===== src/rtl/uart_pkg.sv =====
// Shared UART definitions: receiver data width, FIFO control state encodings
// and the default FIFO depth.
package uart_pkg;

   localparam int UART_DATA_W          = 8;
   localparam int UART_FIFO_DEPTH_LOG2 = 4;

   typedef enum logic [1:0] {
      FIFO_EMPTY   = 2'd0,
      FIFO_PARTIAL = 2'd1,
      FIFO_FULL    = 2'd2
   } fifo_state_e;

endpackage


===== src/rtl/uart_fifo_mem.sv =====
// Register-array storage for the receive FIFO: one synchronous write port and
// one asynchronous read port. Contents are deliberately not reset.
module uart_fifo_mem #(
   parameter int DATA_W     = 8,
   parameter int DEPTH_LOG2 = 4
) (
   input  logic                  clk,
   input  logic                  i_we,
   input  logic [DEPTH_LOG2-1:0] i_waddr,
   input  logic [DATA_W-1:0]     i_wdata,
   input  logic [DEPTH_LOG2-1:0] i_raddr,
   output logic [DATA_W-1:0]     o_rdata
);

   logic [DATA_W-1:0] mem_q [2**DEPTH_LOG2];

   always_ff @(posedge clk) begin
      if (i_we) mem_q[i_waddr] <= i_wdata;
   end

   assign o_rdata = mem_q[i_raddr];

endmodule


===== src/rtl/uart_rx_fifo.sv =====
// Receive-side byte FIFO behind the UART receiver with a show-ahead valid/ready read
// side and a sticky overflow flag. Define UART_RX_FIFO_AFULL_EN to add the o_afull output.
module uart_rx_fifo
   import uart_pkg::*;
#(
   parameter int DATA_W     = UART_DATA_W,
   parameter int DEPTH_LOG2 = UART_FIFO_DEPTH_LOG2
`ifdef UART_RX_FIFO_AFULL_EN
 , parameter int AFULL_THRESH = 12
`endif
) (
   input  logic                  clk,
   input  logic                  reset,
   input  logic                  i_wr_strobe,
   input  logic [DATA_W-1:0]     i_wr_data,
   output logic                  o_rd_valid,
   output logic [DATA_W-1:0]     o_rd_data,
   input  logic                  i_rd_ready,
   output logic                  o_full,
   output logic                  o_empty,
   output logic [DEPTH_LOG2:0]   o_count,
   output logic                  o_overflow,
`ifdef UART_RX_FIFO_AFULL_EN
   output logic                  o_afull,
`endif
   input  logic                  i_ovf_clr
);

   localparam int CNT_W = DEPTH_LOG2 + 1;
   localparam int DEPTH = 2**DEPTH_LOG2;

   fifo_state_e       state_q, state_d;
   logic [CNT_W-1:0]  wr_ptr_q, wr_ptr_d, rd_ptr_q, rd_ptr_d, count;
   logic              strobe_q, ovf_q, ovf_d;
   logic              wr_pulse, push, pop, full, empty;
   logic [DATA_W-1:0] mem_rdata;

   // One push per strobe assertion, however long the receiver holds it high.
   assign wr_pulse = i_wr_strobe & ~strobe_q;
   assign full     = (state_q == FIFO_FULL);
   assign empty    = (state_q == FIFO_EMPTY);
   assign pop      = ~empty & i_rd_ready;
   // A pop on a full FIFO frees the slot this cycle, so the push still lands.
   assign push     = wr_pulse & (~full | pop);
   assign count    = wr_ptr_q - rd_ptr_q;

   always_comb begin
      wr_ptr_d = wr_ptr_q + CNT_W'(push);
      rd_ptr_d = rd_ptr_q + CNT_W'(pop);
      ovf_d    = ovf_q;
      if (wr_pulse && !push) ovf_d = 1'b1;
      else if (i_ovf_clr)    ovf_d = 1'b0;
   end

   always_comb begin
      state_d = state_q;
      case (state_q)
         FIFO_EMPTY:   if (push) state_d = FIFO_PARTIAL;
         FIFO_PARTIAL: begin
            if (push && !pop && count == CNT_W'(DEPTH - 1))  state_d = FIFO_FULL;
            else if (pop && !push && count == CNT_W'(1))     state_d = FIFO_EMPTY;
         end
         FIFO_FULL:    if (pop && !push) state_d = FIFO_PARTIAL;
         default:      state_d = FIFO_EMPTY;
      endcase
   end

   always_ff @(posedge clk or negedge reset) begin
      if (!reset) begin
         state_q  <= FIFO_EMPTY;
         wr_ptr_q <= '0;
         rd_ptr_q <= '0;
         strobe_q <= 1'b0;
         ovf_q    <= 1'b0;
      end else begin
         state_q  <= state_d;
         wr_ptr_q <= wr_ptr_d;
         rd_ptr_q <= rd_ptr_d;
         strobe_q <= i_wr_strobe;
         ovf_q    <= ovf_d;
      end
   end

   uart_fifo_mem #(
      .DATA_W     (DATA_W),
      .DEPTH_LOG2 (DEPTH_LOG2)
   ) u_mem (
      .clk     (clk),
      .i_we    (push),
      .i_waddr (wr_ptr_q[DEPTH_LOG2-1:0]),
      .i_wdata (i_wr_data),
      .i_raddr (rd_ptr_q[DEPTH_LOG2-1:0]),
      .o_rdata (mem_rdata)
   );

   assign o_rd_valid = ~empty;
   assign o_rd_data  = empty ? '0 : mem_rdata;
   assign o_full     = full;
   assign o_empty    = empty;
   assign o_count    = count;
   assign o_overflow = ovf_q;

`ifdef UART_RX_FIFO_AFULL_EN
   logic             afull_q, afull_d;
   logic [CNT_W-1:0] count_d;

   // Computed from next-cycle pointers so it lines up with o_count.
   always_comb begin
      count_d = wr_ptr_d - rd_ptr_d;
      afull_d = (count_d >= CNT_W'(AFULL_THRESH));
   end

   always_ff @(posedge clk or negedge reset) begin
      if (!reset) afull_q <= 1'b0;
      else        afull_q <= afull_d;
   end

   assign o_afull = afull_q;
`endif

   fsm_matches_ptrs: assert property (@(posedge clk) disable iff (!reset)
      (empty == (wr_ptr_q == rd_ptr_q)) &&
      (full  == ((wr_ptr_q[DEPTH_LOG2] != rd_ptr_q[DEPTH_LOG2]) &&
                 (wr_ptr_q[DEPTH_LOG2-1:0] == rd_ptr_q[DEPTH_LOG2-1:0]))));

endmodule


===== config.mk =====
export PLATFORM = sky130hd
export DESIGN_NAME = uart_rx_fifo
export DESIGN_NICKNAME = d
export VERILOG_FILES = /design/src/rtl/uart_pkg.sv /design/src/rtl/uart_fifo_mem.sv /design/src/rtl/uart_rx_fifo.sv
export SDC_FILE = /design/constraint.sdc
export NUM_CORES = 1
export LEC_CHECK = 0
export CAP_MARGIN = 20
export CORE_MARGIN = 2
export CORE_UTILIZATION = 55
export DETAILED_ROUTE_END_ITERATION = 6
export PLACE_DENSITY = 0.74
export SETUP_SLACK_MARGIN = 0.2
export SLEW_MARGIN = 20
export SYNTH_ARGS = -nofsm -noshare
export SYNTH_HDL_FRONTEND = slang
export SYNTH_HIERARCHICAL = 1
export SYNTH_SLANG_ARGS = --single-unit

===== constraint.sdc =====
create_clock -name clk -period 3.6 [get_ports clk]
set_input_delay 0.9 -clock clk [delete_from_list [all_inputs] [get_ports clk]]
set_output_delay 0.9 -clock clk [all_outputs]
set_load 0.02 [all_outputs]

==> flow_summary.yaml, run 1 <==
run_status:
  status: "finished clean"
cts:
  cts.sinks: 142
  clk_pin_slew_worst_paths_ps: 60
  cts.htree.levels: 4
  cts_buffer_depth: 2
  clk_latency_ps: 520
  cts_tree: "built"
  root_buffer: "clkbuf_8"
  numCtsBuffers: 17
logic_synthesis:
  syn-instance-count: 302
  ys_seq_area_frac: 0.719
  syn_area_per_cell_sq_um: 19.3
  ys_types: 38
  ys_ff_latch: 142
  syn_area_sq_um: 5840
  async_reset_ff_frac: 0.0986
  ys_warn_count: 6
  synth_nets: 324
  synth_edf_count: 128
  ys_dominant_reg_cell: "edfxtp_1"
worst_setup_path:
  cp-startpoint: "rd_ptr_q[0]$_DFF_PN0_"
  critPathMaxFanout: 7
  max_stage_delay_ps: 510
  cp-start-kind: "register"
  cp_slowest_cell: "mux4_2"
  rr_startpoint: "wr_ptr_q[0]$_DFF_PN0_"
  critPathTopFamily: "buffers and inverters"
  worstPathCellList: "buf_6 > clkbuf_16 > buf_4 > mux4_2 > a22oi_2 > nand2_1 > nor2b_2 > buf_4"
  cp.arrival_ps: 2450
  crit_top_cell: "buf_4"
  cp-end-kind: "output port"
  criticalPathCategory: "reg2out"
  critPathBufInv: 4
  required_ps: 2700
placed_design:
  globalplace.congestion: 0.757
  dpl_cell_area_sq_um: 6390
  port_buffers: 29
  preCtsSetupSlack_ps: 322
  hpwl_microns: 6740
floorplanning:
  fp.coreArea_sq_um: 10300
  start_util: 0.565
  rows: 37
  dieArea_sq_um: 11500
  die_h_microns: 107
  die_w_microns: 107
  ios: 30
grt:
  grt_use_total: 0.225
  antenna_found_initial: 0
  grt_pass1_wl_microns: 18200
  grt_max_degree: 34
  grt_pass1_vias: 3105
  grt_remaining_overflow: 0
pwr:
  p_switching_mw: 2.10
  power.share.clock: 0.262
  combinationalPowerShare: 0.403
  p_per_area_nw_per_um2: 874
  peakVddDrop_mv: 0.549
  internal_power_mw: 4.14
  leakage_nw: 2.51
  p_total_mw: 6.24
  switching_share: 0.336
  sequentialPowerShare: 0.335
sta:
  rsz0062_at_grt: "yes"
  holdWs_ps: 502
  finalSetupTns_ps: 0
  setup_ws_ps: 248
  fmax_mhz: 298
  period_share: 0.931
  worstMarginPinSlew_ps: 635
  slew_violations: 0
  fin_skew_ps: 10.0
  finalHoldViolCount: 0
  maxSlewHeadroom: 0.576
  setup_viol: 0
  final.min_clock_period_ps: 3350
drt:
  firstDrtPassIters: 7
  drc: 0
  vias: 3075
  avgViaCountPerCell: 5.91
  drt_wl_total_microns: 11900
  drt_iter0_drc: 270
  wl_per_cell_microns: 22.9
  ant_nets: 0
final_layout:
  final_area_sq_um: 7140
  diodes: 0
  drive_above_1_share: 0.307
  nets: 393
  area_growth_pct: 22.3
worst_hold_path:
  min_from: "rd_ptr_q[4]$_DFF_PN0_"
  hp-class: "reg2reg"
job:
  maxCapViolCount: 0
-- sequential cells by signal (all words and copies together), names as in the netlist --
name and flops:
state_q 2, rd_ptr_q 5, strobe_q 1, wr_ptr_q 5, o_overflow 1, u_mem/mem_q 128
-- cell families after synthesis --
logic type | synth area share
xor+xnor | 0.0163
mux | 0.134
flops | 0.719
simple gates | 0.0560
buf+inv | 0.0225
fa+ha+maj | 0.0206
compound gates | 0.0317
-- worst paths after layout --
kind,to,cells after the start,slack [ps]
worst max-delay path,o_rd_data[4],8,250
worst min-delay path,rd_ptr_q[4]$_DFF_PN0_,1,500
worst max register to register,state_q[0]$_DFFE_PN0P_,8,1360
worst min register to register,rd_ptr_q[4]$_DFF_PN0_,1,500
max in group asynchronous,wr_ptr_q[0]$_DFF_PN0_,1,2380
min in group asynchronous,rd_ptr_q[4]$_DFF_PN0_,1,770
-- area by class of cell --
class                   count  area, sq um
multi-input cells         138         1560
clock buffers              19          422
flip-flops and latches    142         4200
clock inverters            13          140
repair buffers             61          611
fillers                   637         3190
well taps                 136          170
inverters                  11         41.3
-- Yosys cell counts (2+ instances only) --
cell	instances	area (sq um)
edfxtp_1	128	3840
mux4_2	18	405
a22oi_1	17	128
nor2_1	16	60.1
nand2_1	15	56.3
dfrtp_1	14	350
mux4_1	14	368
inv_1	11	41.3
nor2b_1	10	62.6
ha_1	8	100
xnor2_1	7	61.3
nand3_1	5	25.0
nor3_1	4	20.0
buf_2	3	15.0
buf_6	3	33.8
clkdlybuf4s25_2	3	30.0
nand2b_1	3	18.8
nand3b_1	2	15.0
xor2_1	2	17.5
-- repair_timing --
action | in CTS | in global routing
cloned | 2 | 1
setup buffers | 7 | 1
hold buffers | 0 | 0
gates resized for setup | 42 | 23
setup endpoints to repair | 12 | 11
pin swaps | 0 | 5
-- metrics by stage --
| stage | utilization | cells |
|---|---|---|
| floorplan | - | 302 |
| global placement | 0.619 | 477 |
| detailed placement | 0.619 | 477 |
| CTS | 0.688 | 518 |
| global route | 0.691 | 520 |
| finish | 0.691 | 520 |
-- placed cells by master, fill, tap and decap left out, drive strengths merged, types with 2 or more instances in the layout --
master | Yosys | routed
nor2 | 16 | 16
nor3 | 4 | 4
clkbuf | 1 | 22
ha | 8 | 8
inv | 11 | 13
xnor2 | 8 | 8
bufinv | 0 | 2
a22oi | 17 | 17
clkinv | 0 | 6
nor4 | 2 | 2
clkdlybuf4s15 | 0 | 2
nand3 | 5 | 5
xor2 | 2 | 2
nand2 | 15 | 15
mux4 | 32 | 32
dfrtp | 14 | 14
nand2b | 3 | 3
buf | 7 | 37
nor2b | 11 | 11
clkdlybuf4s50 | 0 | 17
clkinvlp | 0 | 3
edfxtp | 128 | 128
nand3b | 2 | 2
-- metal layers --
layer	vias up	routed length, microns	global-route usage
met2	134	5820	0.352
li1	1344	-	-
met4	0	115	0.0705
met3	14	864	0.0505
met1	1583	5080	0.321
met5	-	0	0
-- power by group through the flow --
stage	logic [mW]	clock network, mW	registers, mW
after detailed placement	2.30	0	2.11
final	2.52	1.64	2.09
after global routing	2.68	1.72	2.11
after CTS	2.45	1.66	2.08
after global placement	2.28	0	2.10
after floorplan	1.53	0	2.07
No activity file was read; power rests on OpenSTA's default activity.
==> inputs of run 2 (changes only) <==
--- a/config.mk
+++ b/config.mk
@@ -6,11 +6,10 @@
 export NUM_CORES = 1
 export LEC_CHECK = 0
 export CAP_MARGIN = 20
-export CORE_MARGIN = 2
+export CORE_MARGIN = 5
 export CORE_UTILIZATION = 55
 export DETAILED_ROUTE_END_ITERATION = 6
 export PLACE_DENSITY = 0.74
-export SETUP_SLACK_MARGIN = 0.2
 export SLEW_MARGIN = 20
 export SYNTH_ARGS = -nofsm -noshare
 export SYNTH_HDL_FRONTEND = slang
==> run 2 against run 1 <==
Sequential share of layout area rose by 1.1 points. Power fell by 4.9%. Sequential cell count did not move. First-iteration DRC count fell by 14%. Clock-buffer cell count fell by 2. Global-route usage fell by 3.0 points. Clock skew fell by 2.9 ps. Combinational power fell by 8.7%. Worst hold slack got worse by 8.3 ps. Wire length fell by 4.1%. Critical path depth fell by 2. Critical path type unchanged. Highest routed layer unchanged.
==> flow_summary.yaml, run 2 (synthesis gave the netlist of run 1 again) <==
run_status:
  status: "finished clean"
sta:
  setup_viol: 0
  fin_skew_ps: 7.13
  finalSetupTns_ps: 0
  maxSlewHeadroom: 0.555
  finalHoldViolCount: 0
  fmax_mhz: 286
  holdWs_ps: 493
  slew_violations: 0
  period_share: 0.972
  final.min_clock_period_ps: 3500
  worstMarginPinSlew_ps: 665
pwr:
  p_switching_mw: 1.98
  p_total_mw: 5.93
  p_per_area_nw_per_um2: 847
  internal_power_mw: 3.96
  leakage_nw: 2.48
  combinationalPowerShare: 0.387
  power.share.clock: 0.263
  sequentialPowerShare: 0.350
  peakVddDrop_mv: 0.493
  switching_share: 0.333
floorplanning:
  dieArea_sq_um: 12800
  rows: 37
  die_h_microns: 113
  ios: 30
  start_util: 0.565
  fp.coreArea_sq_um: 10300
  die_w_microns: 113
cts:
  cts_tree: "built"
  root_buffer: "clkbuf_8"
  clk_pin_slew_worst_paths_ps: 60
  cts_buffer_depth: 2
  numCtsBuffers: 17
  cts.sinks: 142
  clk_latency_ps: 520
  cts.htree.levels: 4
final_layout:
  drive_above_1_share: 0.233
  num-fill-cells: 666
  diodes: 0
  largest_reg_flops: 128
  area_growth_pct: 20.1
  largest_registers: "u_mem/mem_q x128, rd_ptr_q x5, wr_ptr_q x5"
  regMostFlops: "u_mem/mem_q"
  layout.cells.non_filler: 514
  final_cell_mix: "edfxtp_1, buf_4, clkdlybuf4s50_1, mux4_2"
  final_common_cell: "edfxtp_1"
  final_area_sq_um: 7010
  nets: 387
worst_setup_path:
  cp-end-kind: "output port"
  cp-start-kind: "register"
  cp-startpoint: "rd_ptr_q[0]$_DFF_PN0_"
  criticalPathCategory: "reg2out"
  reg2reg_depth: 8
  required_ps: 2700
  rr_endpoint: "state_q[0]$_DFFE_PN0P_"
  rrSetupSlack_ps: 1270
  endpoint: "o_rd_data[2]"
  critPathMaxFanout: 12
  cp.arrival_ps: 2600
  rr_startpoint: "rd_ptr_q[0]$_DFF_PN0_"
drt:
  vias: 3006
  drt_wl_total_microns: 11400
  wl_per_cell_microns: 22.2
  avgViaCountPerCell: 5.85
  ant_nets: 0
  drt_iter0_drc: 233
  firstDrtPassIters: 4
  drc: 0
placed_design:
  globalplace.congestion: 0.774
  dpl_cell_area_sq_um: 6400
  hpwl_microns: 7050
  port_buffers: 29
  dp_cells: 478
job:
  maxCapViolCount: 0
grt:
  antenna_found_initial: 0
  grt_remaining_overflow: 0
  grt_pass1_wl_microns: 18100
  grt_max_degree: 34
  grt_pass1_vias: 3202
  grt_use_total: 0.195
worst_hold_path:
  hp-class: "reg2reg"
## run 2: changes by cell type in the layout (fill, tap and decap cells not counted), moves of 3 or more
cell / previous run / this run
a22oi_2: 13 / 5
buf_2: 5 / 0
mux4_1: 8 / 14
dlygate4sd2_1: 1 / 7
clkinv_1: 1 / 4
a22oi_1: 4 / 12
mux4_2: 24 / 18
## run 2: how the worst min path moves through the flow
stage	slack (ps)	end	startpoint	cells after the start
after floorplan	470	wr_ptr_q[4]$_DFF_PN0_	wr_ptr_q[4]$_DFF_PN0_	1
final	490	wr_ptr_q[4]$_DFF_PN0_	wr_ptr_q[4]$_DFF_PN0_	1
after global placement	480	rd_ptr_q[4]$_DFF_PN0_	rd_ptr_q[4]$_DFF_PN0_	1
after CTS	500	rd_ptr_q[4]$_DFF_PN0_	rd_ptr_q[4]$_DFF_PN0_	1
after detailed placement	490	rd_ptr_q[4]$_DFF_PN0_	rd_ptr_q[4]$_DFF_PN0_	1
after global routing	520	rd_ptr_q[4]$_DFF_PN0_	rd_ptr_q[4]$_DFF_PN0_	1
## run 2: cell type report
cell class	count	area, sq um	share of cell area
Clock buffer	17	414	0.0591
Sequential cell	142	4200	0.599
Tap cell	136	170	0.0243
Multi-Input combinational cell	138	1540	0.219
Inverter	11	41.3	0.00589
Clock inverter	15	121	0.0173
Timing Repair Buffer	55	528	0.0753
## run 2: through the flow
stage	utilization	setup slack (ps)
finish	0.679	102
CTS	0.676	-15.4
detailed placement	0.620	350
global route	0.679	-0.755
global placement	0.620	390
floorplan	-	707
## run 2: what timing repair did
item / in CTS / in global routing
setup buffers: 0 / 3
pin swaps: 0 / 1
cloned: 1 / 0
hold buffers: 0 / 0
resized for setup: 17 / 6
endpoints found under the setup margin: 11 / 6
## run 2: routing by layer
metal	vias up	global-route usage	share of wire
met5	-	0	0
met4	0	0.0889	0.015
met3	15	0.0508	0.062
met2	99	0.301	0.50
met1	1548	0.262	0.42
li1	1344	-	-
## run 2: power by group through the flow
stage / logic, mW / clock network (mW) / registers, mW
after floorplan: 1.53 / 0 / 2.07
after global placement: 2.27 / 0 / 2.10
after detailed placement: 2.29 / 0 / 2.10
after CTS: 2.29 / 1.59 / 2.08
after global routing: 2.47 / 1.68 / 2.09
final: 2.30 / 1.56 / 2.08
## run 2: critical path: stages (launching register included)
cell and delay [ps]:
dfrtp_2 410, bufbuf_16 320, mux4_1 570, a22oi_2 250
nand2_1 70, nor2b_1 130, dlygate4sd2_1 340
